===== src/rtl/vx_sleep_ctrl.sv =====
// vx_sleep_ctrl: core sleep/wake sequencer that drains outstanding cache traffic before gating.
// Optional build macro SLEEP_CTRL_PERF_EN adds sleep-cycle and sleep-entry counters.
`ifndef NUM_THREADS
`define NUM_THREADS 4
`endif

module vx_sleep_ctrl #(
  parameter int CORE_ID    = 0,
  parameter int WAKE_DELAY = 4,
  parameter int PEND_WIDTH = 6
) (
  input  logic                    clk,
  input  logic                    reset,
  input  logic                    sleep_req_i,
  input  logic                    wakeup_i,
  input  logic [`NUM_THREADS-1:0] dcache_req_valid_i,
  input  logic [`NUM_THREADS-1:0] dcache_req_ready_i,
  input  logic                    dcache_rsp_valid_i,
  input  logic [`NUM_THREADS-1:0] dcache_rsp_tmask_i,
  input  logic                    dcache_rsp_ready_i,
  input  logic                    icache_req_valid_i,
  input  logic                    icache_req_ready_i,
  input  logic                    icache_rsp_valid_i,
  input  logic                    icache_rsp_ready_i,
  output logic                    fetch_block_o,
  output logic                    clk_en_o,
  output logic                    sleeping_o,
  output logic                    wake_ack_o
`ifdef SLEEP_CTRL_PERF_EN
  ,
  output logic [63:0]             perf_sleep_cycles_o,
  output logic [31:0]             perf_sleep_entries_o
`endif
);

  localparam int NT = `NUM_THREADS;
  localparam int CW = PEND_WIDTH + $clog2(NT + 1) + 1;
  localparam logic [CW-1:0] PEND_MAX = (CW'(1) << PEND_WIDTH) - CW'(1);
  localparam logic [7:0] WAKE_LOAD = 8'(WAKE_DELAY - 1);

  typedef enum logic [1:0] {
    ST_RUN   = 2'd0,
    ST_DRAIN = 2'd1,
    ST_SLEEP = 2'd2,
    ST_WAKE  = 2'd3
  } state_t;

  state_t                r_state;
  state_t                w_state_next;
  logic                  r_sleep_q;
  logic [7:0]            r_wake_cnt;
  logic                  r_wake_ack;
  logic [PEND_WIDTH-1:0] r_dpend;
  logic [PEND_WIDTH-1:0] r_ipend;

  logic [NT-1:0]         w_d_req_fire;
  logic [NT-1:0]         w_d_rsp_bits;
  logic                  w_d_rsp_fire;
  logic                  w_i_req_fire;
  logic                  w_i_rsp_fire;
  logic [CW-1:0]         w_d_inc;
  logic [CW-1:0]         w_d_dec;
  logic [CW-1:0]         w_d_sum;
  logic [CW-1:0]         w_d_diff;
  logic                  w_dpend_unf;
  logic                  w_dpend_ovf;
  logic [PEND_WIDTH-1:0] w_dpend_next;
  logic                  w_ipend_unf;
  logic                  w_ipend_ovf;
  logic [PEND_WIDTH-1:0] w_ipend_next;
  logic                  w_sleep_edge;
  logic                  w_any_fire;
  logic                  w_drained;

  assign w_d_rsp_fire = dcache_rsp_valid_i & dcache_rsp_ready_i;
  assign w_i_req_fire = icache_req_valid_i & icache_req_ready_i;
  assign w_i_rsp_fire = icache_rsp_valid_i & icache_rsp_ready_i;

  generate
    for (genvar gi = 0; gi < NT; gi++) begin : g_thread
      assign w_d_req_fire[gi] = dcache_req_valid_i[gi] & dcache_req_ready_i[gi];
      assign w_d_rsp_bits[gi] = dcache_rsp_tmask_i[gi] & w_d_rsp_fire;
    end
  endgenerate

  always_comb begin
    w_d_inc = '0;
    w_d_dec = '0;
    for (int i = 0; i < NT; i++) begin
      w_d_inc = w_d_inc + CW'(w_d_req_fire[i]);
      w_d_dec = w_d_dec + CW'(w_d_rsp_bits[i]);
    end
  end

  // Net change is computed in a wider domain so both saturation limits are visible.
  always_comb begin
    w_d_sum     = CW'(r_dpend) + w_d_inc;
    w_d_diff    = w_d_sum - w_d_dec;
    w_dpend_unf = (w_d_sum < w_d_dec);
    w_dpend_ovf = !w_dpend_unf && (w_d_diff > PEND_MAX);
    if (w_dpend_unf) begin
      w_dpend_next = '0;
    end else if (w_dpend_ovf) begin
      w_dpend_next = '1;
    end else begin
      w_dpend_next = w_d_diff[PEND_WIDTH-1:0];
    end
  end

  always_comb begin
    w_ipend_unf  = (r_ipend == '0) && w_i_rsp_fire && !w_i_req_fire;
    w_ipend_ovf  = (r_ipend == '1) && w_i_req_fire && !w_i_rsp_fire;
    w_ipend_next = r_ipend;
    if (w_i_req_fire && !w_i_rsp_fire && !w_ipend_ovf) begin
      w_ipend_next = r_ipend + 1'b1;
    end else if (w_i_rsp_fire && !w_i_req_fire && !w_ipend_unf) begin
      w_ipend_next = r_ipend - 1'b1;
    end
  end

  always_ff @(posedge clk) begin
    if (reset) begin
      r_dpend   <= '0;
      r_ipend   <= '0;
      r_sleep_q <= 1'b0;
    end else begin
      r_dpend   <= w_dpend_next;
      r_ipend   <= w_ipend_next;
      r_sleep_q <= sleep_req_i;
    end
  end

  assign w_sleep_edge = sleep_req_i & ~r_sleep_q;
  assign w_any_fire   = (|w_d_req_fire) | w_d_rsp_fire | w_i_req_fire | w_i_rsp_fire;
  assign w_drained    = (r_dpend == '0) && (r_ipend == '0) && !w_any_fire;

  // State register, wake countdown and the post-wake acknowledge flag.
  always_ff @(posedge clk) begin
    if (reset) begin
      r_state    <= ST_RUN;
      r_wake_cnt <= '0;
      r_wake_ack <= 1'b0;
    end else begin
      r_state    <= w_state_next;
      r_wake_ack <= (r_state == ST_WAKE) && (w_state_next == ST_RUN);
      if ((r_state == ST_SLEEP) && wakeup_i) begin
        r_wake_cnt <= WAKE_LOAD;
      end else if ((r_state == ST_WAKE) && (r_wake_cnt != '0)) begin
        r_wake_cnt <= r_wake_cnt - 8'd1;
      end
    end
  end

  always_comb begin
    w_state_next = r_state;
    case (r_state)
      ST_RUN: begin
        if (w_sleep_edge && !wakeup_i) begin
          w_state_next = ST_DRAIN;
        end
      end
      ST_DRAIN: begin
        if (wakeup_i) begin
          w_state_next = ST_RUN;
        end else if (w_drained) begin
          w_state_next = ST_SLEEP;
        end
      end
      ST_SLEEP: begin
        if (wakeup_i) begin
          w_state_next = ST_WAKE;
        end
      end
      ST_WAKE: begin
        if (r_wake_cnt == '0) begin
          w_state_next = ST_RUN;
        end
      end
      default: w_state_next = ST_RUN;
    endcase
  end

  // Outputs decode only registered state, so no input reaches an output combinationally.
  always_comb begin
    clk_en_o      = 1'b1;
    fetch_block_o = 1'b0;
    sleeping_o    = 1'b0;
    wake_ack_o    = r_wake_ack;
    case (r_state)
      ST_DRAIN: fetch_block_o = 1'b1;
      ST_SLEEP: begin
        clk_en_o      = 1'b0;
        fetch_block_o = 1'b1;
        sleeping_o    = 1'b1;
      end
      ST_WAKE:  fetch_block_o = 1'b1;
      default:  fetch_block_o = 1'b0;
    endcase
  end

`ifdef SLEEP_CTRL_PERF_EN
  logic [63:0] r_perf_cycles;
  logic [31:0] r_perf_entries;

  always_ff @(posedge clk) begin
    if (reset) begin
      r_perf_cycles  <= '0;
      r_perf_entries <= '0;
    end else begin
      if (r_state == ST_SLEEP) begin
        r_perf_cycles <= r_perf_cycles + 64'd1;
      end
      if ((r_state == ST_DRAIN) && (w_state_next == ST_SLEEP)) begin
        r_perf_entries <= r_perf_entries + 32'd1;
      end
    end
  end

  assign perf_sleep_cycles_o  = r_perf_cycles;
  assign perf_sleep_entries_o = r_perf_entries;
`endif

`ifndef SYNTHESIS
  a_dpend_range: assert property (@(posedge clk) disable iff (reset) !(w_dpend_unf || w_dpend_ovf))
    else $error("vx_sleep_ctrl[%0d]: dpend saturated", CORE_ID);
  a_ipend_range: assert property (@(posedge clk) disable iff (reset) !(w_ipend_unf || w_ipend_ovf))
    else $error("vx_sleep_ctrl[%0d]: ipend saturated", CORE_ID);
`endif

endmodule


===== config.mk =====
export PLATFORM = sky130hd
export DESIGN_NAME = vx_sleep_ctrl
export DESIGN_NICKNAME = d
export VERILOG_FILES = /design/src/rtl/vx_sleep_ctrl.sv
export SDC_FILE = /design/constraint.sdc
export NUM_CORES = 1
export LEC_CHECK = 0
export ABC_AREA = 1
export BUFFER_PORTS_ARGS = -buffer_cell sky130_fd_sc_hd__buf_2
export CELL_PAD_IN_SITES_DETAIL_PLACEMENT = 0
export CELL_PAD_IN_SITES_GLOBAL_PLACEMENT = 1
export CORE_MARGIN = 10
export CORE_UTILIZATION = 41
export CTS_CLUSTER_DIAMETER = 150
export DETAILED_ROUTE_END_ITERATION = 12
export PLACE_DENSITY_LB_ADDON = 0.1
export SETUP_SLACK_MARGIN = 0.05
export SYNTH_ARGS = -nofsm -noshare
export SYNTH_HDL_FRONTEND = slang
export SYNTH_SLANG_ARGS = --single-unit

===== constraint.sdc =====
create_clock -name clk -period 5 [get_ports clk]
set_clock_uncertainty 0.15 [all_clocks]
set_input_delay 1 -clock clk [delete_from_list [all_inputs] [get_ports clk]]
set_output_delay 1 -clock clk [all_outputs]
set_load 0.01 [all_outputs]

==> Yosys cells after proc, flatten, opt, wreduce, memory -nomap -nowiden <==
Index checks and enable logic that the tools add are counted.
{ "op_classes": {"addsub": 11, "n_lt_le_gt_ge": 2, "n_eq_ne": 4, "mux": 14, "bitwise_logic": 16, "reduce_logical": 34} }
{ "op_table": {"columns": ["operator", "n"], "rows": [
  ["6-bit 2-to-1 mux", 3],
  ["1-bit logical AND", 15],
  ["2-bit 2-to-1 mux", 7],
  ["1-bit AND", 12],
  ["6-bit zero test", 2],
  ["10-bit by 6-bit > comparator with 1-bit output, second input constant", 1],
  ["3-bit by 1-bit adder with 4-bit output", 2],
  ["8-bit zero test", 1],
  ["2-bit one-hot mux with 4 select lines", 1],
  ["8-bit nonzero test", 1],
  ["7-bit by 4-bit subtractor with 8-bit output", 1],
  ["8-bit by 1-bit subtractor with 8-bit output, second input constant", 1],
  ["6-bit by 4-bit adder with 7-bit output", 1],
  ["1-bit zero test", 7],
  ["7-bit by 4-bit less-than comparator with 1-bit output", 1],
  ["2-bit by 1-bit adder with 3-bit output", 2],
  ["6-bit by 1-bit adder with 6-bit output, second input constant", 1],
  ["6-bit equality test, second input constant", 1],
  ["6-bit by 1-bit subtractor with 6-bit output, second input constant", 1],
  ["1-bit by 1-bit adder with 2-bit output", 2],
  ["2-bit equality test, second input constant", 2],
  ["2-bit zero test", 2],
  ["2-bit nonzero test", 2],
  ["2-bit OR reduction", 2],
  ["other kinds (6)", 10]
]} }
{ "word_totals": {"reg_bits": 24, "out_inout_bits": 4, "word_cells": 88} }

==> Logic depth before layout (Yosys ltp) <==
{ "depth": {"word_depth": 12, "depth_mapped": 18, "mapped_depth_nobuf": 18} }

==> Least setup slack after synthesis <==
Ideal clock, no wire load.
{ "synth_path": {"path_kind": "in2reg", "from": "input port dcache_req_valid_i[0]", "to": "register r_dpend[0]", "t_arrival_ps": 3696, "required_ps": 4780, "setup_slack_ps": 1084, "path_stages": 17, "path_buffers": 0, "path_cell_list": "nand2_1 inv_1 fa_1 fa_1 fa_1 nor2_1 nor2_1 ha_1 nand2_1 nand2_1 nor2_2 nand3_1 nor2_2 nand2_1 nand2_1 nand2_2 a21oi_1"} }
{ "synth_between": {"elab_chain_cells": 9} }
{ "synth_lines": {"columns": ["item", "line_no", "rtl"], "rows": [
  ["start: declaration", "16", "input logic [`NUM_THREADS-1:0] dcache_req_valid_i,"],
  ["1-bit AND (*)", "81", "assign w_d_req_fire[gi] = dcache_req_valid_i[gi] & dcache_req_ready_i[gi];"],
  ["1-bit by 1-bit adder with 2-bit output (*)", "90", "w_d_inc = w_d_inc + CW'(w_d_req_fire[i]);"],
  ["2-bit by 1-bit adder with 3-bit output (*)", "90", null],
  ["3-bit by 1-bit adder with 4-bit output (*)", "90", null],
  ["6-bit by 4-bit adder with 7-bit output (*)", "97", "w_d_sum = CW'(r_dpend) + w_d_inc;"],
  ["7-bit by 4-bit subtractor with 8-bit output / 7-bit by 4-bit less-than comparator with 1-bit output (equally long branches)", "98, 99", null],
  ["10-bit by 6-bit > comparator with 1-bit output / 1-bit zero test (equally long branches)", "100", "w_dpend_ovf = !w_dpend_unf && (w_d_diff > PEND_MAX);"],
  ["1-bit logical AND", "100", null],
  ["6-bit 2-to-1 mux", "103", "end else if (w_dpend_ovf) begin"],
  ["end signal: assignment", "127", "r_dpend <= w_dpend_next;"],
  ["end: declaration", "53", "logic [PEND_WIDTH-1:0] r_dpend;"]
]} }
Every way passes the cells marked *; elsewhere a longest branch is shown, timed or not.
A chain may end at the register's enable or synchronous reset.

==> Final worst setup path <==
Ends and elaborated chain as after synthesis.

==> results.md <==
- DRT Pass-1 Iters: 4
- Setup bufs post-CTS: 0
- Yosys reg bits: 24
- Vias in the first global route: 1431
- CTS buffer count: 3
- VDD IR-drop max: 0.192 mV
- DP Area: 1960 sq um
- Fraction of layout cells with a size suffix above 1: 18.8%
- Leak: 1.04 nW
- Cell taking the most area after synthesis: dfxtp_1
- Tmin final: 3.96 ns
- # IOs: 26
- Worst hold margin: 0.316 ns
- Largest family of logic cells by synthesized area: simple AND/OR/NAND/NOR gates
- Clock power share: 17.8%
- Worst slack, placed: 0.749 ns
- Layout area overhead: 13.0%
- Simple-Gate Fraction of Synth Area: 34.8%
- Latest clock arrival within the worst-skew pair: 0.27 ns
- Core area: 4120 sq um
- Sequential share of the synthesized area: 26.9%
- Hold Violations, Final: 0
- PostCTS Resize Cnt: 0
- Initial antenna violation count: 0
- Seq. cell area: 480 sq um
- CTS tree: built
- Area of the multi-input gates: 1150 sq um
- Most used cell, CP: nand2_1
- Initial drt markers: 86
- Setup TNS: 0 ns
- Fmax: 252 MHz
- Net Count, Synth: 294
- Synth Area in Compound Gates: 10.9%
- Mapped Cells: 254
- Placer Congestion: 0.768
- Nets: 323
- CP Class: in2reg
- Status: completed
- Die width: 86.0 um
- Routed WL: 3670 um
- Avg Cell Area, Syn: 7.03 sq um
- Setup WS post-layout: 1.04 ns
- Sw Ratio: 41.2%
- Worst relative slew slack: 75.0%
- Ys async rst share: 0%
- Period utilisation layout: 79.3%
- DR WL/cell: 11.1 um
- Ant diodes: 0
- # hold bufs at CTS: 0
- Worst path slowest cell: fa_1
- HPWL Detailed: 3000 um
- CP Launch Type: input port
- Clock root cell: clkbuf_8
- First-pass GRT wire length: 6530 um
- Hold crit path type: reg2reg
- Part of the power in registers: 34.0%
- Slew @ Worst Pin: 0.375 ns
- IO Port Bufs: 25
- Number of flops mapped to enable cells by yosys: 0
- Post-synthesis mux area share: 0%
- Initial Util: 43.4%
- Fin. max-slew vios: 0
- Cells taking the most area after synthesis: dfxtp_1 (27%), nand2_1 (9.9%), ha_1 (8.4%), inv_1 (7.6%), nor2_1 (7.1%)
- GR Util All Layers: 10.4%
- ANT nets after route: 0
- Max Cap Violations: 0
- Mapped Area: 1790 sq um
- Die Y: 86.0 um
- Remaining DRCs: 0
- Crit. End Element: flop
- Largest stage delay, worst path: 0.47 ns
- Post-route cell area: 2020 sq um
- Power density over the cells: 372 nW/um^2
- Net switching power: 0.000309 W
- Warnings from Yosys: 0
- Gate power share: 48.2%
- Pint: 0.000441 W
- Count of cell types in the netlist: 29
- Gr ovfl total: 0
- Worst EP arrival: 4.02 ns
- Largest net degree at the start of global routing: 14
- Fillcell total: 428
- Rows: 23
- Max clock buf depth: 2
- CP required: 5.06 ns
- Reg clk slew, reported paths: 0.09 ns
- Via density: 4.65
- Die area: 7390 sq um
- Final setup fails: 0
- Top cell type's share of synthesized area: 26.9%
- H-tree Lvls: 1
- Total power: 0.000750 W
- RSZ-0062 raised after global routing: no
- CP Max Fanout: 5
- Post-Synth Adder-Cell Area: 15.1%
- CTS Sinks: 24
- Vias: 1543
- Post-synth top flop: dfxtp_1
- Worst-path cell chain: buf_2, nand2_1, inv_1, fa_1, fa_1, fa_1, nand2_1, inv_1, nor2_1, ha_1, nand2_1, nand2_1, nor2_2, nand3_1, nor2_2, nand2_1, nand2_1, nand2_2, a21oi_1
- Post-synthesis xor/xnor area fraction: 3.43%
cell type report:
type	instances	area share [%]
inverter	39	7.26
multi-input combinational	190	56.9
clock buffer	4	2.73
timing repair buffer	25	6.20
sequential	24	23.8
tap	50	3.10
cells in the mapped netlist (4+ instances only):
cell type,n
nand2_1,47
inv_1,36
nor2_1,34
dfxtp_1,24
a21oi_1,22
nand3_1,18
ha_1,12
o21ai_0,8
nand2_2,7
fa_1,6
nand4_1,6
nor2_2,5
xor2_1,4
routing by layer:
| metal | share of wire, % | up-vias | track usage [%] |
|---|---|---|---|
| li1 | - | 866 | - |
| met1 | 55 | 642 | 14.0 |
| met2 | 37 | 33 | 15.1 |
| met3 | 7.9 | 2 | 3.88 |
| met4 | 0.25 | 0 | 2.25 |
| met5 | 0 | - | 0 |
registers in the layout (all words and copies together) (netlist names):
name,count
r_wake_cnt,8
r_ipend,6
wake_ack_o,1
r_state,2
r_sleep_q,1
r_dpend,6
final timing paths:
| path | start | endpoint | slack, ns | cells after the start |
|---|---|---|---|---|
| max | dcache_req_valid_i[0] | r_dpend[0] | 1.04 | 19 |
| min | r_wake_cnt[0] | r_wake_cnt[0] | 0.32 | 2 |
| max reg2reg | r_dpend[0] | r_dpend[0] | 1.63 | 16 |
| min reg2reg | r_wake_cnt[0] | r_wake_cnt[0] | 0.32 | 2 |
worst max-delay path: cells and delay by family:
family | cells | cell delay (ns)
simple gates | 11 | 1.03
fa+ha+maj | 4 | 1.66
compound gates | 1 | 0.13
buf+inv | 3 | 0.20
kinds of logic after synthesis:
logic type / Yosys count
buffers and inverters: 40
AOI/OAI and AO/OA: 34
xor gates and xnor gates: 7
adders and majority gates: 18
DFF: 24
and+or+nand+nor: 131
metrics by stage:
stage	instances	util, %
after global routing	332	49.0
after floorplan	254	-
after CTS	332	49.0
after global placement	328	47.7
after detailed placement	328	47.7
final	332	49.0
placed cells by master, fill, tap and decap left out:
master | netlist | routed
ha_1 | 12 | 12
fa_1 | 6 | 6
xor2_1 | 4 | 4
nor3_1 | 3 | 3
buf_2 | 0 | 25
a21oi_2 | 1 | 1
o21ai_2 | 1 | 1
inv_2 | 3 | 3
o21ai_0 | 8 | 8
nor3_2 | 2 | 2
nor3b_1 | 1 | 1
or2_2 | 1 | 1
nand4_1 | 6 | 6
nand2_4 | 2 | 2
nand2_1 | 47 | 47
nor2_1 | 34 | 34
xnor2_1 | 3 | 3
nand3_4 | 1 | 1
nand3_1 | 18 | 18
a21oi_1 | 22 | 22
nor2_2 | 5 | 5
or2_0 | 2 | 2
nor4_1 | 1 | 1
o21bai_4 | 1 | 1
dfxtp_1 | 24 | 24
nand2_2 | 7 | 7
clkbuf_8 | 0 | 4
inv_1 | 36 | 36
o21a_1 | 1 | 1
nand3b_1 | 1 | 1
power by group through the flow:
stage	Clock [W]	Sequential (W)	Combinational (W)
after floorplan	0	0.000245	0.000304
after global placement	0	0.000260	0.000363
after detailed placement	0	0.000259	0.000364
after CTS	0.000140	0.000255	0.000366
after global routing	0.000149	0.000262	0.000418
final	0.000134	0.000255	0.000361
Power figures use the tool's default switching activity.
